**src/rtl/reg_file_cmd_ctrl.sv**
```systemverilog
// Command sequencer: parses rx byte frames into register-file writes and reads and ALU launches, and returns results on tx.
// Optional inter-byte timeout is enabled by defining CMD_TIMEOUT_EN.
module reg_file_cmd_ctrl #(
  parameter int DATA_WIDTH     = 8,
  parameter int ADDR_WIDTH     = 4,
  parameter int ALU_WIDTH      = 16,
  parameter int FUN_WIDTH      = 4,
  parameter int TIMEOUT_CYCLES = 1024
) (
  input  logic                  clk,
  input  logic                  rst,
  input  logic [DATA_WIDTH-1:0] rx_data,
  input  logic                  rx_valid,
  input  logic [DATA_WIDTH-1:0] rf_rd_data,
  input  logic                  rf_rd_valid,
  input  logic [ALU_WIDTH-1:0]  alu_out,
  input  logic                  alu_valid,
  input  logic                  tx_busy,
  output logic                  rf_wr_en,
  output logic                  rf_rd_en,
  output logic [ADDR_WIDTH-1:0] rf_addr,
  output logic [DATA_WIDTH-1:0] rf_wr_data,
  output logic                  alu_en,
  output logic [FUN_WIDTH-1:0]  alu_fun,
  output logic [DATA_WIDTH-1:0] tx_data,
  output logic                  tx_valid,
  output logic                  busy
);

  localparam logic [3:0] IDLE     = 4'd0;
  localparam logic [3:0] WR_ADDR  = 4'd1;
  localparam logic [3:0] WR_DATA  = 4'd2;
  localparam logic [3:0] RD_ADDR  = 4'd3;
  localparam logic [3:0] RD_WAIT  = 4'd4;
  localparam logic [3:0] OP_A     = 4'd5;
  localparam logic [3:0] OP_B     = 4'd6;
  localparam logic [3:0] ALU_FUN  = 4'd7;
  localparam logic [3:0] ALU_WAIT = 4'd8;
  localparam logic [3:0] TX_RD    = 4'd9;
  localparam logic [3:0] TX_LO    = 4'd10;
  localparam logic [3:0] TX_HI    = 4'd11;

  localparam logic [DATA_WIDTH-1:0] CMD_WR  = DATA_WIDTH'(8'hAA);
  localparam logic [DATA_WIDTH-1:0] CMD_RD  = DATA_WIDTH'(8'hBB);
  localparam logic [DATA_WIDTH-1:0] CMD_OPS = DATA_WIDTH'(8'hCC);
  localparam logic [DATA_WIDTH-1:0] CMD_FUN = DATA_WIDTH'(8'hDD);

  logic [3:0]            state_q, state_d;
  logic                  rf_wr_en_q, rf_wr_en_d;
  logic                  rf_rd_en_q, rf_rd_en_d;
  logic [ADDR_WIDTH-1:0] rf_addr_q, rf_addr_d;
  logic [DATA_WIDTH-1:0] rf_wr_data_q, rf_wr_data_d;
  logic                  alu_en_q, alu_en_d;
  logic [FUN_WIDTH-1:0]  alu_fun_q, alu_fun_d;
  logic [DATA_WIDTH-1:0] rd_data_q, rd_data_d;
  logic [ALU_WIDTH-1:0]  alu_res_q, alu_res_d;
  logic                  tx_gap_q, tx_gap_d;
  logic                  tx_fire;

`ifdef CMD_TIMEOUT_EN
  localparam int TMO_W = (TIMEOUT_CYCLES > 1) ? $clog2(TIMEOUT_CYCLES) : 1;
  logic [TMO_W-1:0] tmo_q, tmo_d;
`endif

  // The high result byte gets one dead cycle after the low byte goes out.
  assign tx_fire = !tx_busy && ((state_q == TX_RD) || (state_q == TX_LO) ||
                                ((state_q == TX_HI) && !tx_gap_q));

  always_comb begin
    state_d      = state_q;
    rf_wr_en_d   = 1'b0;
    rf_rd_en_d   = 1'b0;
    rf_addr_d    = rf_addr_q;
    rf_wr_data_d = rf_wr_data_q;
    alu_en_d     = alu_en_q;
    alu_fun_d    = alu_fun_q;
    rd_data_d    = rd_data_q;
    alu_res_d    = alu_res_q;
    tx_gap_d     = 1'b0;
    case (state_q)
      IDLE: if (rx_valid) begin
        if (rx_data == CMD_WR)       state_d = WR_ADDR;
        else if (rx_data == CMD_RD)  state_d = RD_ADDR;
        else if (rx_data == CMD_OPS) state_d = OP_A;
        else if (rx_data == CMD_FUN) state_d = ALU_FUN;
      end
      WR_ADDR: if (rx_valid) begin
        rf_addr_d = rx_data[ADDR_WIDTH-1:0];
        state_d   = WR_DATA;
      end
      WR_DATA: if (rx_valid) begin
        rf_wr_data_d = rx_data;
        rf_wr_en_d   = 1'b1;
        state_d      = IDLE;
      end
      RD_ADDR: if (rx_valid) begin
        rf_addr_d  = rx_data[ADDR_WIDTH-1:0];
        rf_rd_en_d = 1'b1;
        state_d    = RD_WAIT;
      end
      RD_WAIT: if (rf_rd_valid) begin
        rd_data_d = rf_rd_data;
        state_d   = TX_RD;
      end
      OP_A: if (rx_valid) begin
        rf_addr_d    = '0;
        rf_wr_data_d = rx_data;
        rf_wr_en_d   = 1'b1;
        state_d      = OP_B;
      end
      OP_B: if (rx_valid) begin
        rf_addr_d    = ADDR_WIDTH'(1);
        rf_wr_data_d = rx_data;
        rf_wr_en_d   = 1'b1;
        state_d      = ALU_FUN;
      end
      ALU_FUN: if (rx_valid) begin
        alu_fun_d = rx_data[FUN_WIDTH-1:0];
        alu_en_d  = 1'b1;
        state_d   = ALU_WAIT;
      end
      ALU_WAIT: if (alu_valid) begin
        alu_res_d = alu_out;
        alu_en_d  = 1'b0;
        state_d   = TX_LO;
      end
      TX_RD: if (tx_fire) state_d = IDLE;
      TX_LO: if (tx_fire) begin
        state_d  = TX_HI;
        tx_gap_d = 1'b1;
      end
      TX_HI: if (tx_fire) state_d = IDLE;
      default: state_d = IDLE;
    endcase
`ifdef CMD_TIMEOUT_EN
    tmo_d = '0;
    if (!rx_valid && ((state_q == WR_ADDR) || (state_q == WR_DATA) || (state_q == RD_ADDR) ||
                      (state_q == OP_A) || (state_q == OP_B) || (state_q == ALU_FUN))) begin
      if (tmo_q == TMO_W'(TIMEOUT_CYCLES - 1)) state_d = IDLE;
      else                                     tmo_d   = tmo_q + 1'b1;
    end
`endif
  end

  always_ff @(posedge clk or posedge rst) begin
    if (rst) begin
      state_q      <= IDLE;
      rf_wr_en_q   <= 1'b0;
      rf_rd_en_q   <= 1'b0;
      rf_addr_q    <= '0;
      rf_wr_data_q <= '0;
      alu_en_q     <= 1'b0;
      alu_fun_q    <= '0;
      rd_data_q    <= '0;
      alu_res_q    <= '0;
      tx_gap_q     <= 1'b0;
`ifdef CMD_TIMEOUT_EN
      tmo_q        <= '0;
`endif
    end else begin
      state_q      <= state_d;
      rf_wr_en_q   <= rf_wr_en_d;
      rf_rd_en_q   <= rf_rd_en_d;
      rf_addr_q    <= rf_addr_d;
      rf_wr_data_q <= rf_wr_data_d;
      alu_en_q     <= alu_en_d;
      alu_fun_q    <= alu_fun_d;
      rd_data_q    <= rd_data_d;
      alu_res_q    <= alu_res_d;
      tx_gap_q     <= tx_gap_d;
`ifdef CMD_TIMEOUT_EN
      tmo_q        <= tmo_d;
`endif
    end
  end

  always_comb begin
    tx_data = '0;
    case (state_q)
      TX_RD:   tx_data = rd_data_q;
      TX_LO:   tx_data = alu_res_q[DATA_WIDTH-1:0];
      TX_HI:   tx_data = alu_res_q[ALU_WIDTH-1 -: DATA_WIDTH];
      default: tx_data = '0;
    endcase
  end

  assign rf_wr_en   = rf_wr_en_q;
  assign rf_rd_en   = rf_rd_en_q;
  assign rf_addr    = rf_addr_q;
  assign rf_wr_data = rf_wr_data_q;
  assign alu_en     = alu_en_q;
  assign alu_fun    = alu_fun_q;
  assign tx_valid   = tx_fire;
  // A write frame ends in IDLE, so keep busy up through its strobe cycle.
  assign busy       = (state_q != IDLE) || rf_wr_en_q;

endmodule

```
**config.mk**
```make
export PLATFORM = sky130hd
export DESIGN_NAME = reg_file_cmd_ctrl
export DESIGN_NICKNAME = d
export VERILOG_FILES = /design/src/rtl/reg_file_cmd_ctrl.sv
export SDC_FILE = /design/constraint.sdc
export NUM_CORES = 1
export LEC_CHECK = 0
export CORE_MARGIN = 1
export CORE_UTILIZATION = 43
export CTS_CLUSTER_DIAMETER = 40
export DETAILED_ROUTE_END_ITERATION = 10
export GPL_ROUTABILITY_DRIVEN = 1
export GPL_TIMING_DRIVEN = 1
export PLACE_DENSITY = 0.86
export SYNTH_ARGS = -nofsm -noshare
export SYNTH_HDL_FRONTEND = slang
export SYNTH_SLANG_ARGS = --single-unit
```
**constraint.sdc**
```tcl
create_clock -name clk -period 1.55 [get_ports clk]
set_input_delay 0.31 -clock clk [delete_from_list [all_inputs] [get_ports clk]]
set_output_delay 0.31 -clock clk [all_outputs]
set_load 0.01 [all_outputs]
```
# Yosys cells after proc, flatten, opt, wreduce, memory -nomap -nowiden
# Cells that the tools add are included.
[totals] out_inout_bits=29 mem_bits_ro=0 in_bits=38 latch_bits=0 mem_count=0 mem_bits_rw=0 regBits=48 elab_cells=87
[op_classes] n_eq_ne=28 n_lt_le_gt_ge=0 bitwise_logic=0 n_mul=0 n_shift=0 n_reduce_logical=21 add_sub_neg=0 n_mux=28 n_div=0
[ops] op="two-way mux 4 bit" count=17
[ops] op="one-hot mux 4 bit (11 select lines)" count=1
[ops] op="== test 8 bit, second input constant" count=4
[ops] op="one-hot mux 8 bit (3 select lines)" count=1
[ops] op="inequality test 2 bit, second input constant" count=10
[ops] op="== test 4 x 3 -> 1 bit, second input constant" count=4
[ops] op="== test 4 bit, second input constant" count=4
[ops] op="one-hot mux 4 bit (3 select lines)" count=1
[ops] op="AND reduction 12 bit" count=1
[ops] op="== test 4 x 2 -> 1 bit, second input constant" count=2
[ops] op="AND reduction 2 bit" count=4
[ops] op="two-way mux 1 bit" count=7
[ops] op="inequality test 5 bit, second input constant" count=1
[ops] op="== test 4 x 1 -> 1 bit, second input constant" count=1
[ops] op="logical NOT 4 bit" count=1
[ops] op="inequality test 2 x 1 -> 1 bit, second input constant" count=2
[ops] op="AND reduction 4 bit" count=1
[ops] op="nonzero test 4 bit" count=1
[ops] op="OR reduction 2 bit" count=2
[ops] op="logical OR 1 bit" count=3
[ops] op="AND reduction 3 bit" count=1
[ops] op="nonzero test 3 bit" count=1
[ops] op="OR reduction 3 bit" count=1
[ops] op="logical AND 1 bit" count=2
[ops] op="other kinds (3)" count=4

# Longest topological paths before layout
[depth] word_depth=7 depth_mapped=6 depth_no_buf=4

# Least setup slack after synthesis
# Ideal clock, no wire load.
[synth_path] path_kind="register -> output" from="register state_q[1]" to="output tx_data[0]" path_buffers=3 required_ps=1240 stages_incl_launch_ff=7 slack_ps=-163 t_arrival_ps=1403 path_cell_list="dfrtp_1 buf_4 buf_2 buf_2 mux2_2 a22oi_1 nor2_1"
[synth_via] elab_chain_len=2 elab_cells_between_ends=4 classes_between="eq/ne (3); mux (1)"
[synth_rtl] item="from (decl)" line_no="48" rtl="logic [3:0] state_q, state_d;"
[synth_rtl] item="from (signal assigned)" line_no="161" rtl="state_q <= state_d;"
[synth_rtl] item="== test 4 bit" line_no="179" rtl="case (state_q)"
[synth_rtl] item="one-hot mux 8 bit (3 select lines) (*)" line_no="179"
[synth_rtl] item="to (decl)" line_no="25" rtl="output logic [DATA_WIDTH-1:0] tx_data,"
# Every way passes the cells marked *; elsewhere a longest branch is shown, timed or not.

# Final worst setup path
# Ends and elaborated chain as after synthesis.

==> reports/qor.yml <==
antenna_found_initial: 0
crit_path_start_kind: "flip-flop"
gp_congestion: 0.880
htreeDepth: 2
rr_worst_depth: 9
max-slew-margin-rel_pct: 74.0
grt.total_usage_pct: 24.0
finalCriticalPeriod_ns: 1.91
wl_um: 7230
fillers: 370
switching_share_pct: 35.7
cts_tree: "built"
clk_latency_ns: 0.31
grt_first_pass_wirelength_um: 11100
clock-skew-final_ns: 0.00634
vias: 2166
worst_setup_path_end_kind: "primary output"
dr.pass1.iters: 4
port_buffers: 66
final_max_slew_viol_count: 0
hp-class: "input port to asynchronous set/reset pin"
hpwlAfterDp_um: 4500
p_int_w: 0.00481
pwr-share-seq_pct: 29.5
syn_avg_cell_area_um2: 12.1
cts-root-buf: "clkbuf_8"
max_freq_ghz: 0.525
finalHoldViolCount: 0
rsz0062_at_grt: "true"
r2r_setup_slack_ns: -0.28
cp.required_ns: 1.24
power.clock.fraction_pct: 12.7
synth_top_area_share_pct: 49.0
coreArea_mm2: 0.00551
synth-seq-cells: 48
num_rows: 27
power_w: 0.00747
nNetsFinal: 357
clockBufferDepth: 2
fp.dieW_um: 77.5
ir_drop_mv: 0.991
clk_pin_slew_worst_paths_ns: 0.10
synth_area_mm2: 0.00245
yosys.area.top_type: "dfrtp_1"
r2r_end: "rd_data_q[4]$_DFFE_PP0P_"
p_switching_w: 0.00267
fin_crit_sh_pct: 123
ctsHoldBuffers: 0
path_class: "flip-flop to primary output"
area_growth_pct: 58.6
antennaDiodeCount: 0
finalSetupViolations: 51
synth_edf_count: 0
fin_ws_ns: -0.356
synth_cell_types: 46
via_per_inst: 5.53
grt_pass1_vias: 2251
first_iter_violations: 163
worst-path-max-fanout: 5
powerDensity_mw_per_mm2: 1920
multi_input_area_mm2: 0.00132
synth.most_common_cell: "dfrtp_1"
violations: "setup timing"
die-area_mm2: 0.00600
grt-ovfl-total: 0
synth_commonest_cells: "dfrtp_1, mux2_2, nor2_1, a22oi_1"
cts_buffers: 5
p_leak_nw: 1.85
yosysSeqAreaShare_pct: 49.0
ys_warn_count: 0
worst_slew_pin_slew_ns: 0.380
wl_per_cell_um: 18.4
ys.flop_type: "dfrtp_1"
timing.critical_path.arrival_ns: 1.60
pwr-share-comb_pct: 57.8
async_flop_share_pct: 100
syn_nets: 241
final-seq-area_mm2: 0.00120
die_y_um: 77.5
drive_gt1_share_pct: 46.9
drv_cap: 0
syn_inst: 203
outcome: "complete, but fails checks"
route.detailed.drc: 0
cts.sinks: 48
r2r-start: "state_q[1]$_DFFE_PP0P_"
grt_max_degree: 49
final_core_util_pct: 70.6
initial_core_util_pct: 44.5
antenna_left: 0
pin_count: 67
setup_tns_ns: -11.30
synthTopCellsByArea: "dfrtp_1, mux2_2, a22oi_1, nor2_1, nor2b_1"
[cell families (layout without fill, tap and decap cells)]
family	count (synthesis)	after routing	share of synthesized area [%]
AND/OR/NAND/NOR	50	50	12.6
multiplexers	48	48	22.1
flip-flops	48	48	49.0
AO/OA/AOI/OAI	37	37	11.4
buffers and inverters	17	134	3.88
XOR/XNOR	3	3	1.07
[worst max path at each step]
| stage | from | slack (ns) | endpoint | cells past startpoint |
|---|---|---|---|---|
| floorplan | state_q[1]$_DFFE_PP0P_ | -0.0008 | tx_data[0] | 6 |
| global placement | tx_busy | -0.36 | tx_valid | 3 |
| detailed placement | tx_busy | -0.50 | tx_valid | 3 |
| CTS | state_q[1]$_DFFE_PP0P_ | -0.33 | tx_data[0] | 5 |
| global route | state_q[1]$_DFFE_PP0P_ | -0.42 | tx_data[0] | 5 |
| finish | state_q[1]$_DFFE_PP0P_ | -0.36 | tx_data[0] | 5 |
[final cells by class]
type / instances / area share [%]
multi-input cells: 138 / 34.0
flip-flops and latches: 48 / 30.9
repair buffers: 122 / 29.4
well taps: 72 / 2.32
clock buffers: 5 / 1.77
clock inverters: 3 / 1.19
inverters: 4 / 0.386
[stage by stage]
stage	cells	setup WS [ns]	hold WS [ns]	instance area [um^2]
3_3_place_gp	368	-0.358	0.483	3450
4_1_cts	387	-0.331	0.360	3760
5_1_grt	392	-0.420	0.387	3890
3_5_place_dp	368	-0.500	0.493	3450
2_1_floorplan	203	-0.000788	0.381	2470
6_report	392	-0.356	0.356	3890
[critical path: stages, from the launching register on]
cell and delay [ns]:
dfrtp_2 0.46, buf_6 0.16, mux2_4 0.30, a22oi_2 0.14, nor2_1 0.09, buf_2 0.14
[per-layer routing]
layer  vias up  global-route usage [%]  wire length [um]
met5         -                       0                 0
met4         0                    12.5               211
met3        20                    4.35               377
met2        92                    39.1              3650
met1      1087                    30.4              2990
li1        967                       -                 -
[layout by cell type, fill, tap and decap left out, types with 2 or more instances in the layout]
master,instances
a22oi_2,8
mux2_4,11
a21oi_1,5
o211ai_1,2
nor2b_1,5
clkbuf_8,5
buf_2,9
o21ai_2,2
dlymetal6s2s_1,8
nor2_1,13
nand2b_1,4
buf_12,2
a21o_1,4
nor2b_4,2
dlygate4sd2_1,4
a211o_1,2
nor3b_1,2
buf_4,37
nand2_1,6
dfrtp_1,47
and4bb_2,2
buf_6,16
mux2_2,37
inv_1,3
clkdlybuf4s50_1,45
[registers in the layout, indices dropped and copies added, names as in the netlist]
name,count
rf_rd_en,1
tx_gap_q,1
rf_wr_data,8
rd_data_q,8
rf_addr,4
alu_res_q,16
state_q,4
alu_en,1
rf_wr_en,1
alu_fun,4
[power groups by stage]
| stage | Sequential (W) | Clock, W | Combinational, W |
|---|---|---|---|
| after global routing | 0.00227 | 0.00101 | 0.00459 |
| after detailed placement | 0.00218 | 0 | 0.00348 |
| after global placement | 0.00215 | 0 | 0.00338 |
| after floorplan | 0.00219 | 0 | 0.00199 |
| after CTS | 0.00219 | 0.000972 | 0.00399 |
| final | 0.00221 | 0.000950 | 0.00432 |
[what timing repair did]
| action | 4_1_cts | 5_1_grt |
|---|---|---|
| gates resized for setup | 75 | 36 |
| gates cloned | 2 | 1 |
| endpoints found under the setup margin | 54 | 63 |
| pin swaps | 13 | 10 |
| setup buffers | 9 | 8 |
No activity file was read; power rests on OpenSTA's default activity.
